===== src/rtl/cpu_pkg.sv =====
// Shared types and widths for the 32-bit RISC CPU pipeline.
// Holds the ALU opcode enum and the default datapath/register widths.
package cpu_pkg;

   localparam int DATA_W = 32;
   localparam int REG_W  = 5;

   typedef enum logic [2:0] {
      ALU_ADD = 3'b000,
      ALU_SUB = 3'b001,
      ALU_AND = 3'b010,
      ALU_OR  = 3'b011,
      ALU_SLT = 3'b100
   } alu_op_t;

endpackage


===== src/rtl/alu.sv =====
// Combinational ALU: ADD/SUB/AND/OR/signed SLT.
// Ports: a_i, b_i operands; op_i opcode; result_o, zero_o (result == 0).
module alu
   import cpu_pkg::*;
#(
   parameter int W = DATA_W
) (
   input  logic [W-1:0] a_i,
   input  logic [W-1:0] b_i,
   input  logic [2:0]   op_i,
   output logic [W-1:0] result_o,
   output logic         zero_o
);

   logic [W-1:0] res;

   always_comb begin
      res = '0;
      unique case (op_i)
         ALU_ADD: res = a_i + b_i;
         ALU_SUB: res = a_i - b_i;
         ALU_AND: res = a_i & b_i;
         ALU_OR:  res = a_i | b_i;
         ALU_SLT: res = {{(W-1){1'b0}},
                         $signed(a_i) < $signed(b_i)};
         // Undefined opcodes give 0, hence zero_o = 1.
         default: res = '0;
      endcase
   end

   assign result_o = res;
   assign zero_o   = (res == '0);

endmodule


===== src/rtl/ex_stage.sv =====
// Execute stage: forwarding muxes, ALU, BEQ resolution, output register.
// Ports: ID-side in_* with in_valid/in_ready, MEM-side out_* with
// out_valid/out_ready, br_taken/br_target, flush, retired counter.
module ex_stage
#(
   parameter int DATA_W = cpu_pkg::DATA_W,
   parameter int REG_W  = cpu_pkg::REG_W
) (
   input  logic              clk,
   input  logic              rst_n,
   input  logic              flush,
   input  logic              in_valid,
   output logic              in_ready,
   input  logic [DATA_W-1:0] in_a,
   input  logic [DATA_W-1:0] in_b,
   input  logic [REG_W-1:0]  in_rs1,
   input  logic [REG_W-1:0]  in_rs2,
   input  logic [1:0]        in_fwd_en,
   input  logic [2:0]        in_alu_op,
   input  logic [REG_W-1:0]  in_rd,
   input  logic              in_wen,
   input  logic              in_branch,
   input  logic [DATA_W-1:0] in_pc,
   input  logic [DATA_W-1:0] in_imm,
   output logic              out_valid,
   input  logic              out_ready,
   output logic [DATA_W-1:0] out_result,
   output logic              out_zero,
   output logic [REG_W-1:0]  out_rd,
   output logic              out_wen,
   output logic              br_taken,
   output logic [DATA_W-1:0] br_target,
   output logic [31:0]       retired
);

   logic              valid_q, valid_d;
   logic [DATA_W-1:0] result_q, result_d;
   logic              zero_q, zero_d;
   logic [REG_W-1:0]  rd_q, rd_d;
   logic              wen_q, wen_d;
   logic              br_q, br_d;
   logic [DATA_W-1:0] tgt_q, tgt_d;
   logic [31:0]       ret_q, ret_d;

   logic              accept, hs;
   logic              fwd_a, fwd_b;
   logic [DATA_W-1:0] opa, opb, alu_res;
   logic              alu_zero;

   assign in_ready = !valid_q || out_ready;
   assign accept   = in_valid && in_ready && !flush;
   assign hs       = valid_q && out_ready;

   // The held result is still a legal source while it drains to MEM.
   assign fwd_a = in_fwd_en[0] && valid_q && wen_q &&
                  (rd_q != '0) && (rd_q == in_rs1);
   assign fwd_b = in_fwd_en[1] && valid_q && wen_q &&
                  (rd_q != '0) && (rd_q == in_rs2);

   assign opa = fwd_a ? result_q : in_a;
   assign opb = fwd_b ? result_q : in_b;

   alu #(.W(DATA_W)) u_alu (
      .a_i      (opa),
      .b_i      (opb),
      .op_i     (in_alu_op),
      .result_o (alu_res),
      .zero_o   (alu_zero)
   );

   always_comb begin
      valid_d  = valid_q;
      result_d = result_q;
      zero_d   = zero_q;
      rd_d     = rd_q;
      wen_d    = wen_q;
      br_d     = br_q;
      tgt_d    = tgt_q;
      ret_d    = ret_q;
      if (flush) begin
         valid_d = 1'b0;
         br_d    = 1'b0;
      end else begin
         if (hs) begin
            valid_d = 1'b0;
            ret_d   = ret_q + 32'd1;
         end
         if (accept) begin
            valid_d  = 1'b1;
            result_d = alu_res;
            zero_d   = alu_zero;
            rd_d     = in_rd;
            wen_d    = in_wen && !in_branch;
            br_d     = in_branch && alu_zero;
            tgt_d    = in_pc + in_imm;
         end
      end
   end

   always_ff @(posedge clk or negedge rst_n) begin
      if (!rst_n) begin
         valid_q  <= 1'b0;
         result_q <= '0;
         zero_q   <= 1'b0;
         rd_q     <= '0;
         wen_q    <= 1'b0;
         br_q     <= 1'b0;
         tgt_q    <= '0;
         ret_q    <= '0;
      end else begin
         valid_q  <= valid_d;
         result_q <= result_d;
         zero_q   <= zero_d;
         rd_q     <= rd_d;
         wen_q    <= wen_d;
         br_q     <= br_d;
         tgt_q    <= tgt_d;
         ret_q    <= ret_d;
      end
   end

   assign out_valid  = valid_q;
   assign out_result = result_q;
   assign out_zero   = zero_q;
   assign out_rd     = rd_q;
   assign out_wen    = wen_q;
   assign br_taken   = br_q;
   assign br_target  = tgt_q;
   assign retired    = ret_q;

endmodule


===== config.mk =====
export PLATFORM = sky130hd
export DESIGN_NAME = ex_stage
export DESIGN_NICKNAME = d
export VERILOG_FILES = /design/src/rtl/cpu_pkg.sv /design/src/rtl/alu.sv /design/src/rtl/ex_stage.sv
export SDC_FILE = /design/constraint.sdc
export NUM_CORES = 1
export LEC_CHECK = 0
export ABC_AREA = 1
export CAP_MARGIN = 20
export CORE_MARGIN = 5
export CORE_UTILIZATION = 45
export CTS_BUF_LIST = sky130_fd_sc_hd__clkbuf_8 sky130_fd_sc_hd__clkbuf_16
export CTS_CLUSTER_DIAMETER = 50
export DETAILED_ROUTE_END_ITERATION = 10
export GPL_ROUTABILITY_DRIVEN = 0
export PLACE_DENSITY = 0.68
export SETUP_SLACK_MARGIN = 0.15
export SKIP_CTS_REPAIR_TIMING = 1
export SYNTH_ARGS = -nofsm -noshare
export SYNTH_HDL_FRONTEND = slang
export SYNTH_SLANG_ARGS = --single-unit
export TNS_END_PERCENT = 5

===== constraint.sdc =====
create_clock -name clk -period 10.5 [get_ports clk]
set_input_delay 2.1 -clock clk [delete_from_list [all_inputs] [get_ports clk]]
set_output_delay 2.1 -clock clk [all_outputs]
set_load 0.005 [all_outputs]

==> results of run 1 <==
[state kept, by name, summed over array words and instances, names as in the netlist]
name and flops:
br_target 32, out_result 32, retired 32, out_rd 5
br_taken 1, out_valid 1, out_wen 1, out_zero 1
[power breakdown]
part / internal [W] / total [W] / switching, W
clock: 0.000193 / 0.000374 / 0.000181
combinational: 0.000322 / 0.000763 / 0.000441
sequential: 0.000463 / 0.000513 / 0.0000506
[how the worst max path moves through the flow]
stage	start	end	slack (ns)
after global placement	in_rs1[0]	br_taken	3.63
after CTS	in_rs1[0]	br_taken	3.90
after floorplan	in_rs2[2]	br_taken	5.25
final	in_rs1[0]	br_taken	3.83
after detailed placement	in_rs1[0]	br_taken	3.51
after global routing	in_rs1[0]	br_taken	3.42
[layout make-up]
| class | instances | share of cell area |
|---|---|---|
| Antenna cell | 1 | 0.000153 |
| Timing Repair Buffer | 267 | 0.165 |
| Clock inverter | 7 | 0.00581 |
| Tap cell | 384 | 0.0294 |
| Inverter | 352 | 0.0809 |
| Sequential cell | 105 | 0.161 |
| Multi-Input combinational cell | 1660 | 0.545 |
| Clock buffer | 9 | 0.0138 |
[Yosys cell counts, types with 2 or more instances]
cell type,n
clkbuf_1,26
and3_1,2
a21boi_0,3
nand4_1,31
o211ai_1,3
buf_4,6
or2_2,8
buf_1,6
o21ai_0,123
ha_1,141
a21oi_2,2
nand4_2,2
nand3_2,2
nand2_1,624
o21bai_1,11
dfrtp_1,105
o21ai_1,4
nand3b_1,4
buf_2,22
inv_2,5
and2_1,8
o21a_1,4
fa_1,3
nor3_1,28
a21oi_1,152
nor4_1,6
nor2_1,207
nand3_1,195
xnor2_1,17
inv_1,345
nor2_4,5
nand2_2,7
a21o_1,2
nor3_2,5
nor2_2,9
xor2_1,41
[through the flow]
step / area, um^2 / util / std cells / hold slack [ns] / setup slack, ns
floorplan: 13100 / - / 2178 / 0.465 / 5.25
global placement: 16000 / 0.555 / 2766 / 0.458 / 3.63
detailed placement: 16000 / 0.555 / 2766 / 0.463 / 3.51
CTS: 16300 / 0.566 / 2782 / 0.479 / 3.90
global route: 16400 / 0.568 / 2784 / 0.492 / 3.42
finish: 16400 / 0.568 / 2785 / 0.479 / 3.83
[metal layers]
metal / vias up / wire length, um
met5: - / 55
met4: 8 / 1720
met3: 133 / 4980
met2: 759 / 23400
met1: 6985 / 20700
li1: 7316 / -
[kinds of logic (layout without fill, tap and decap cells)]
group,after synthesis,in the layout,share of synthesized area
AOI/OAI and AO/OA,311,311,0.126
DFF,105,105,0.200
muxes,1,1,0.000857
and+or+nand+nor,1146,1146,0.373
xor gates and xnor gates,58,58,0.0387
buffers and inverters,413,635,0.122
adders and majority gates,144,144,0.139
other,0,1,0
[worst max-delay path, stage by stage]
cell	delay, ns
clkdlybuf4s50_1	0.41
xor2_1	0.14
nor4_1	0.26
nand2_1	0.23
inv_2	0.81
a21oi_1	0.34
ha_1	0.58
nand2_1	0.18
nor2_1	0.27
nand2_1	0.11
nand2_1	0.16
nand2_1	0.07
nand3_1	0.08
nand2_1	0.05
nor2_1	0.24
nand2_1	0.09
nor2_1	0.14
nand2_1	0.10
nor2_1	0.10
nand3_1	0.09
nor2_1	0.18
nand4_1	0.12
nand2_1	0.07
==> metrics, run 1 <==
Critical Path RT 10.81 ns; aggregate negative setup slack 0 ns; area leader, netlist dfrtp_1; DRC 0; CTS Root Cell clkbuf_16; GRT Max-Usage Layer met2; Worst slew margin 0.268; Layout Nets approximately 2700; reg2reg start out_rd[3]; Reg clk slew, reported paths 0.08 ns; met3 Usage GRT 0.0734; class of the worst hold path reg -> reg; unrepaired setup endpoints after global routing false; vias in the first global route 14600; Top FF cell, synth dfrtp_1; fin crit share 0.635; CTS tree done; Avg WL per Cell 18.3 um; detailed-route via count about 15000; I/O Pins 261; Max-cap violations 0; multi-input logic area 8910 um^2; Die Y 181 um; clk_lat worst skew 0.37 ns; worst-margin pin slew about 1.1 ns; Final Skew between 0.01 and 0.015 ns; Worst Hold End retired[31]; initial antenna violation count 4; min cycle time layout approximately 6.7 ns; Core ar. 28800 um^2; YS warnings 0; post-detail-place hpwl between 40 and 50 mm; fmax 150 MHz; Worst Hold Launch retired[31]; first-pass GRT wire length 79.3 mm; layout cell share with drive strength beyond 1 0.0321; vias per inst approximately 5.5; DR pass1 iterations 9; number of fill cells 2879; Worst setup EP type flop; Async SR Flop Fraction 1.00; area of the mapped netlist 13100 um^2; grt ovf 0; DR iter-0 viols 1744; largest net degree at the start of global routing 72; Antenna Nets Post-Route 0; met2 usage in global routing 0.499; most common cell after layout, fill and taps aside nand2_1; Rows between 60 and 70; post-detailed-routing wire length 50.9 mm; Setup violations, final 0; Syn Nets 2477; Initial Utilization 0.456; crit path DAT 6.98 ns; clk sinks 105; mean post-synth cell area 6.03 um^2; DIE AREA 32700 um^2; worst-case clock buffer depth 2; hold path depth 1; Area contributors post-synth dfrtp_1, nand2_1, ha_1, inv_1, nand3_1; area grow syn2layout 24.5%; register area 2630 um^2; commonest cells after routing, fill and taps aside nand2_1, inv_1, clkdlybuf4s50_1, nor2_1, nand3_1; Seq/Total Area, Yosys 0.200; CP Max Fanout 60; Die Wd ~180 um; pwr dens 101 nW/um^2; CTS Buf Count 9; Slew Limit Fails 0; EDFF count, synth 0; Leak ~8.6 nW; FF-to-FF End br_taken; R2R Setup Slk 5.48 ns; Final Power 0.00165 W; Synth Register Bits 105; met1 Use GR 0.386; H-tree Lvls 3; final hold vios 0; startpoint types input port; I/O Buffers 260; GRT Util Overall 0.300; Yosys cell types 50; synthesized netlist cell count 2178; worst setup path class in -> reg; top cell type's share of synthesized area 0.200; status finished, final reports clean; cells on worst reg2reg path 24; VDD IR-drop max 0.0859 mV
Power figures use the tool's default switching activity.
==> run 2, diff against run 1 <==
==> constraint.sdc (replaced) <==
create_clock -name clk -period 7 [get_ports clk]
set_input_delay 1.4 -clock clk [delete_from_list [all_inputs] [get_ports clk]]
set_output_delay 1.4 -clock clk [all_outputs]
set_load 0.005 [all_outputs]
==> run 2 against run 1 <==
Die area did not move. Count of clock-buffer cells in the layout unchanged. Wire length fell by 1.6%. Critical endpoint unchanged. Setup slack worse by 2.6 ns.
==> metrics, run 2 (synthesis results as in run 1) <==
Final Power roughly 0.0025 W; Slew Limit Fails 0; worst setup path class in -> reg; Die Wd 181 um; DR iter-0 viols 1387; post-detail-place hpwl about 42 mm; first-pass GRT wire length 78.0 mm; pwr dens about 150 nW/um^2; VDD IR-drop max 0.125 mV; vias in the first global route 14400; post-detailed-routing wire length 50.1 mm; Setup violations, final 0; DR pass1 iterations 6; Initial Utilization 0.456; Core ar. 28800 um^2; final hold vios 0; multi-input logic area 8910 um^2; CTS Buf Count 9; Rows 62; class of the worst hold path reg -> reg; I/O Buffers 260; Leak 8.60 nW; commonest cells after routing, fill and taps aside nand2_1, inv_1, clkdlybuf4s50_1, nor2_1, nand3_1; unrepaired setup endpoints after global routing false; clk_lat worst skew 0.37 ns; Die Y 181 um; DIE AREA 32700 um^2; largest net degree at the start of global routing 69; min cycle time layout between 5 and 6 ns; CTS Root Cell clkbuf_16; DRC 0; initial antenna violation count 3; area grow syn2layout 24.8%; clk sinks 105; Worst setup EP type flop; Antenna Nets Post-Route 0; fin crit share 0.817; H-tree Lvls 3; worst-margin pin slew approximately 1.1 ns; Critical Path RT approximately 7.3 ns; number of fill cells 2818; GRT Util Overall 0.296; Final Skew about 0.018 ns; I/O Pins 261; CP Max Fanout 25; layout cell share with drive strength beyond 1 0.0337; status finished, final reports clean; aggregate negative setup slack 0 ns; register area ~2600 um^2; Reg clk slew, reported paths around 0.09 ns; startpoint types input port; Layout Nets around 2700; most common cell after layout, fill and taps aside nand2_1; worst-case clock buffer depth 2; Worst slew margin 0.250; vias per inst between 5 and 6; detailed-route via count 15000; CTS tree done; grt ovf 0; fmax 175 MHz; n_diodes 0; Avg WL per Cell between 15 and 20 um; crit path DAT 6.03 ns; Max-cap violations 0
==> run 2: cell types whose count changed in the layout (fill, tap and decap cells not counted), sizes merged <==
| cell | change |
|---|---|
| inv | -1 |
| buf | +4 |
| bufinv | -1 |
| diode | -1 |
| clkinv | +2 |
==> run 2: cell type report <==
cell class,count,area share
flip-flops and latches,105,0.160
repair buffers,271,0.167
well taps,384,0.0293
inverters,352,0.0808
multi-input cells,1660,0.543
clock inverters,7,0.00572
clock buffers,9,0.0137
==> run 2: per-stage QoR <==
stage | cell area, um^2 | hold slack, ns | instances | worst slack, ns | utilization
final | 16400 | 0.480 | 2788 | 1.28 | 0.570
after CTS | 16300 | 0.483 | 2785 | 1.34 | 0.567
after global placement | 16000 | 0.458 | 2769 | 1.01 | 0.556
after global routing | 16400 | 0.507 | 2788 | 0.884 | 0.570
after floorplan | 13100 | 0.465 | 2178 | 2.45 | -
after detailed placement | 16000 | 0.465 | 2769 | 0.943 | 0.556
==> run 2: where the power goes <==
part	switching (W)	internal [W]	total [W]
clock	0.000283	0.000261	0.000544
combinational	0.000658	0.000484	0.00114
sequential	0.0000744	0.000694	0.000769
total	0.00102	0.00144	0.00245
==> run 2: routing by layer <==
metal,wire length (um),track usage
met2,23300,0.494
met4,1480,0.0850
met1,20700,0.379
met5,33,0
met3,4550,0.0740
==> run 2: worst max-delay path, stage by stage <==
cell	delay [ns]
clkdlybuf4s50_1	0.41
xor2_1	0.14
nor4_1	0.26
nand2_1	0.24
inv_2	0.42
buf_4	0.27
nor2_1	0.05
a21oi_1	0.31
ha_1	0.42
nand2_2	0.18
inv_1	0.07
a21oi_2	0.21
nand3_1	0.22
nand2_1	0.14
nand2_1	0.10
nand2_1	0.09
nand3_1	0.06
nand2_1	0.06
nor2_1	0.05
nor2_1	0.35
nand3_1	0.13
nor2_1	0.21
nand4_1	0.13
nand2_1	0.07
==> run 2: final timing paths <==
check	start	to	slack [ns]	cells after the start
max in group asynchronous	rst_n	out_result[0]	4.70	2
worst max-delay path	in_rs1[0]	br_taken	1.28	24
worst min-delay path	retired[31]	retired[31]	0.48	1
worst min register to register	retired[31]	retired[31]	0.48	1
worst max register to register	out_rd[0]	br_taken	2.24	23
min in group asynchronous	rst_n	retired[13]	1.04	1
==> run 3, diff against run 2 <==
==> constraint.sdc (replaced) <==
create_clock -name clk -period 5.3 [get_ports clk]
set_input_delay 1.06 -clock clk [delete_from_list [all_inputs] [get_ports clk]]
set_output_delay 1.06 -clock clk [all_outputs]
set_load 0.005 [all_outputs]
==> run 3 against run 2 <==
First-iteration DRC count increased by 21%. Clock skew decreased by 0.0018 ns. Hold slack got worse by 0.0048 ns. Largest cell class unchanged. Die area unchanged. Sequential share of layout area decreased by 0.78 points. Critical path depth increased by 3. Via count increased by 3.9%. Wire length increased by 2.4%. Core utilization increased by 2.9 points. Sequential cell count unchanged.
==> metrics, run 3 (synthesis results as in run 1) <==
cells on worst reg2reg path 24; initial antenna violation count 3; H-tree Lvls 3; Core ar. 28800 um^2; Critical Path RT 5.60 ns; vias per inst roughly 5.4; crit path DAT 5.26 ns; most common cell after layout, fill and taps aside nand2_1; DRC 0; Worst setup EP type flop; CTS tree done; vias in the first global route 15000; unrepaired setup endpoints after global routing false; worst setup path class in -> reg; status finished, final reports clean; GRT Max-Usage Layer met2; reg2reg start out_rd[4]; CP Max Fanout 36; largest net degree at the start of global routing 69; worst-margin pin slew 1.03 ns; detailed-route via count 15600; Max-cap violations 0; Reg clk slew, reported paths 0.09 ns; Worst slew margin 0.311; DR iter-0 viols 1676; fin crit share 0.936; DIE AREA around 33000 um^2; layout cell share with drive strength beyond 1 0.0783; FF-to-FF End br_taken; Setup violations, final 0; post-detail-place hpwl 43.1 mm; I/O Pins 261; DR pass1 iterations 8; Initial Utilization 0.456; clk_lat worst skew about 0.36 ns; worst-case clock buffer depth 2; first-pass GRT wire length 79.5 mm; Rows 62; Fin Hold WS around 0.47 ns; Final Skew 0.0162 ns; Layout Nets between 2000 and 3000; area grow syn2layout 31.2%; met1 Use GR 0.385; crit path capture br_taken; grt ovf 0; I/O Buffers 260; Die Y 181 um; R2R Setup Slk 0.95 ns; crit path launch in_rs1[0]; utilization after layout 0.599; VDD IR-drop max 0.164 mV; post-route insts no fill 2902; Antenna Nets Post-Route 0; final hold vios 0; CTS Root Cell clkbuf_16; CTS Buf Count 9; met3 Usage GRT 0.0704; fmax around 200 MHz; pwr dens 194 nW/um^2; GRT Util Overall 0.302; class of the worst hold path reg -> reg; Slew Limit Fails 0; Placed Cells around 2900; Leak 9.13 nW; startpoint types input port; min cycle time layout 4.96 ns; commonest cells after routing, fill and taps aside nand2_1, inv_1, clkdlybuf4s50_1, nor2_1, nand3_1; Die Wd 181 um; Avg WL per Cell 17.7 um; clk sinks between 100 and 150; post-detailed-routing wire length 51.3 mm; aggregate negative setup slack 0 ns; met2 usage in global routing 0.495
-- run 3: changes by cell type in the layout (fill, tap and decap cells not counted), sizes merged --
cell	delta
buf	+113
inv	+1
diode	+1
clkinv	-1
-- run 3: how the worst min path moves through the flow --
stage | start | to | slack, ns | cells past startpoint
floorplan | retired[31] | retired[31] | 0.46 | 1
global placement | retired[31] | retired[31] | 0.46 | 1
detailed placement | retired[31] | retired[31] | 0.46 | 1
CTS | retired[31] | retired[31] | 0.48 | 1
global route | retired[31] | retired[31] | 0.52 | 1
finish | retired[31] | retired[31] | 0.47 | 1
-- run 3: metal layers --
layer	vias to the layer above	share of wire	routed length, um
met5	-	0.00025	13
met4	2	0.042	2160
met3	127	0.099	5080
met2	749	0.45	23200
met1	7135	0.41	20800
li1	7548	-	-
-- run 3: layout make-up --
type / count / area [um^2]
diodes: 1 / 2.50
clock buffers: 9 / 225
clock inverters: 7 / 88.8
fillers: 2777 / 11500
inverters: 352 / 1320
multi-input cells: 1660 / 8910
flip-flops and latches: 105 / 2630
well taps: 384 / 480
repair buffers: 384 / 3570
-- run 3: report_power, final --
group          internal [W]  switching [W]  leakage, nW  total, W
clock              0.000343       0.000367        0.153  0.000711
sequential         0.000917      0.0000965         1.34   0.00101
combinational      0.000721       0.000897         7.65   0.00162
-- run 3: stage by stage --
step / cell area, um^2 / setup WS (ns) / total power, W
after floorplan: 13100 / 1.09 / 0.00181
after global placement: 16900 / 0.0879 / 0.00260
after detailed placement: 16900 / 0.0430 / 0.00261
after CTS: 17200 / 0.415 / 0.00333
after global routing: 17200 / 0.157 / 0.00355
final: 17200 / 0.341 / 0.00334
-- run 3: worst max-delay path: stages --
cell,delay [ns]
clkdlybuf4s50_1,0.42
xor2_1,0.15
nor4_1,0.26
nand2_1,0.17
inv_2,0.13
buf_12,0.20
nor2_1,0.06
a21oi_1,0.38
ha_1,0.43
inv_1,0.11
nand2_1,0.05
nand2_1,0.14
inv_1,0.09
nand2_1,0.15
nand3_1,0.11
nand2_1,0.18
nand2_1,0.10
nand2_1,0.06
nand2_1,0.04
nand3_1,0.07
nand3_1,0.14
nor2_1,0.17
nand2_1,0.07
nor2_1,0.17
buf_4,0.15
nand4_1,0.08
nand2_1,0.07
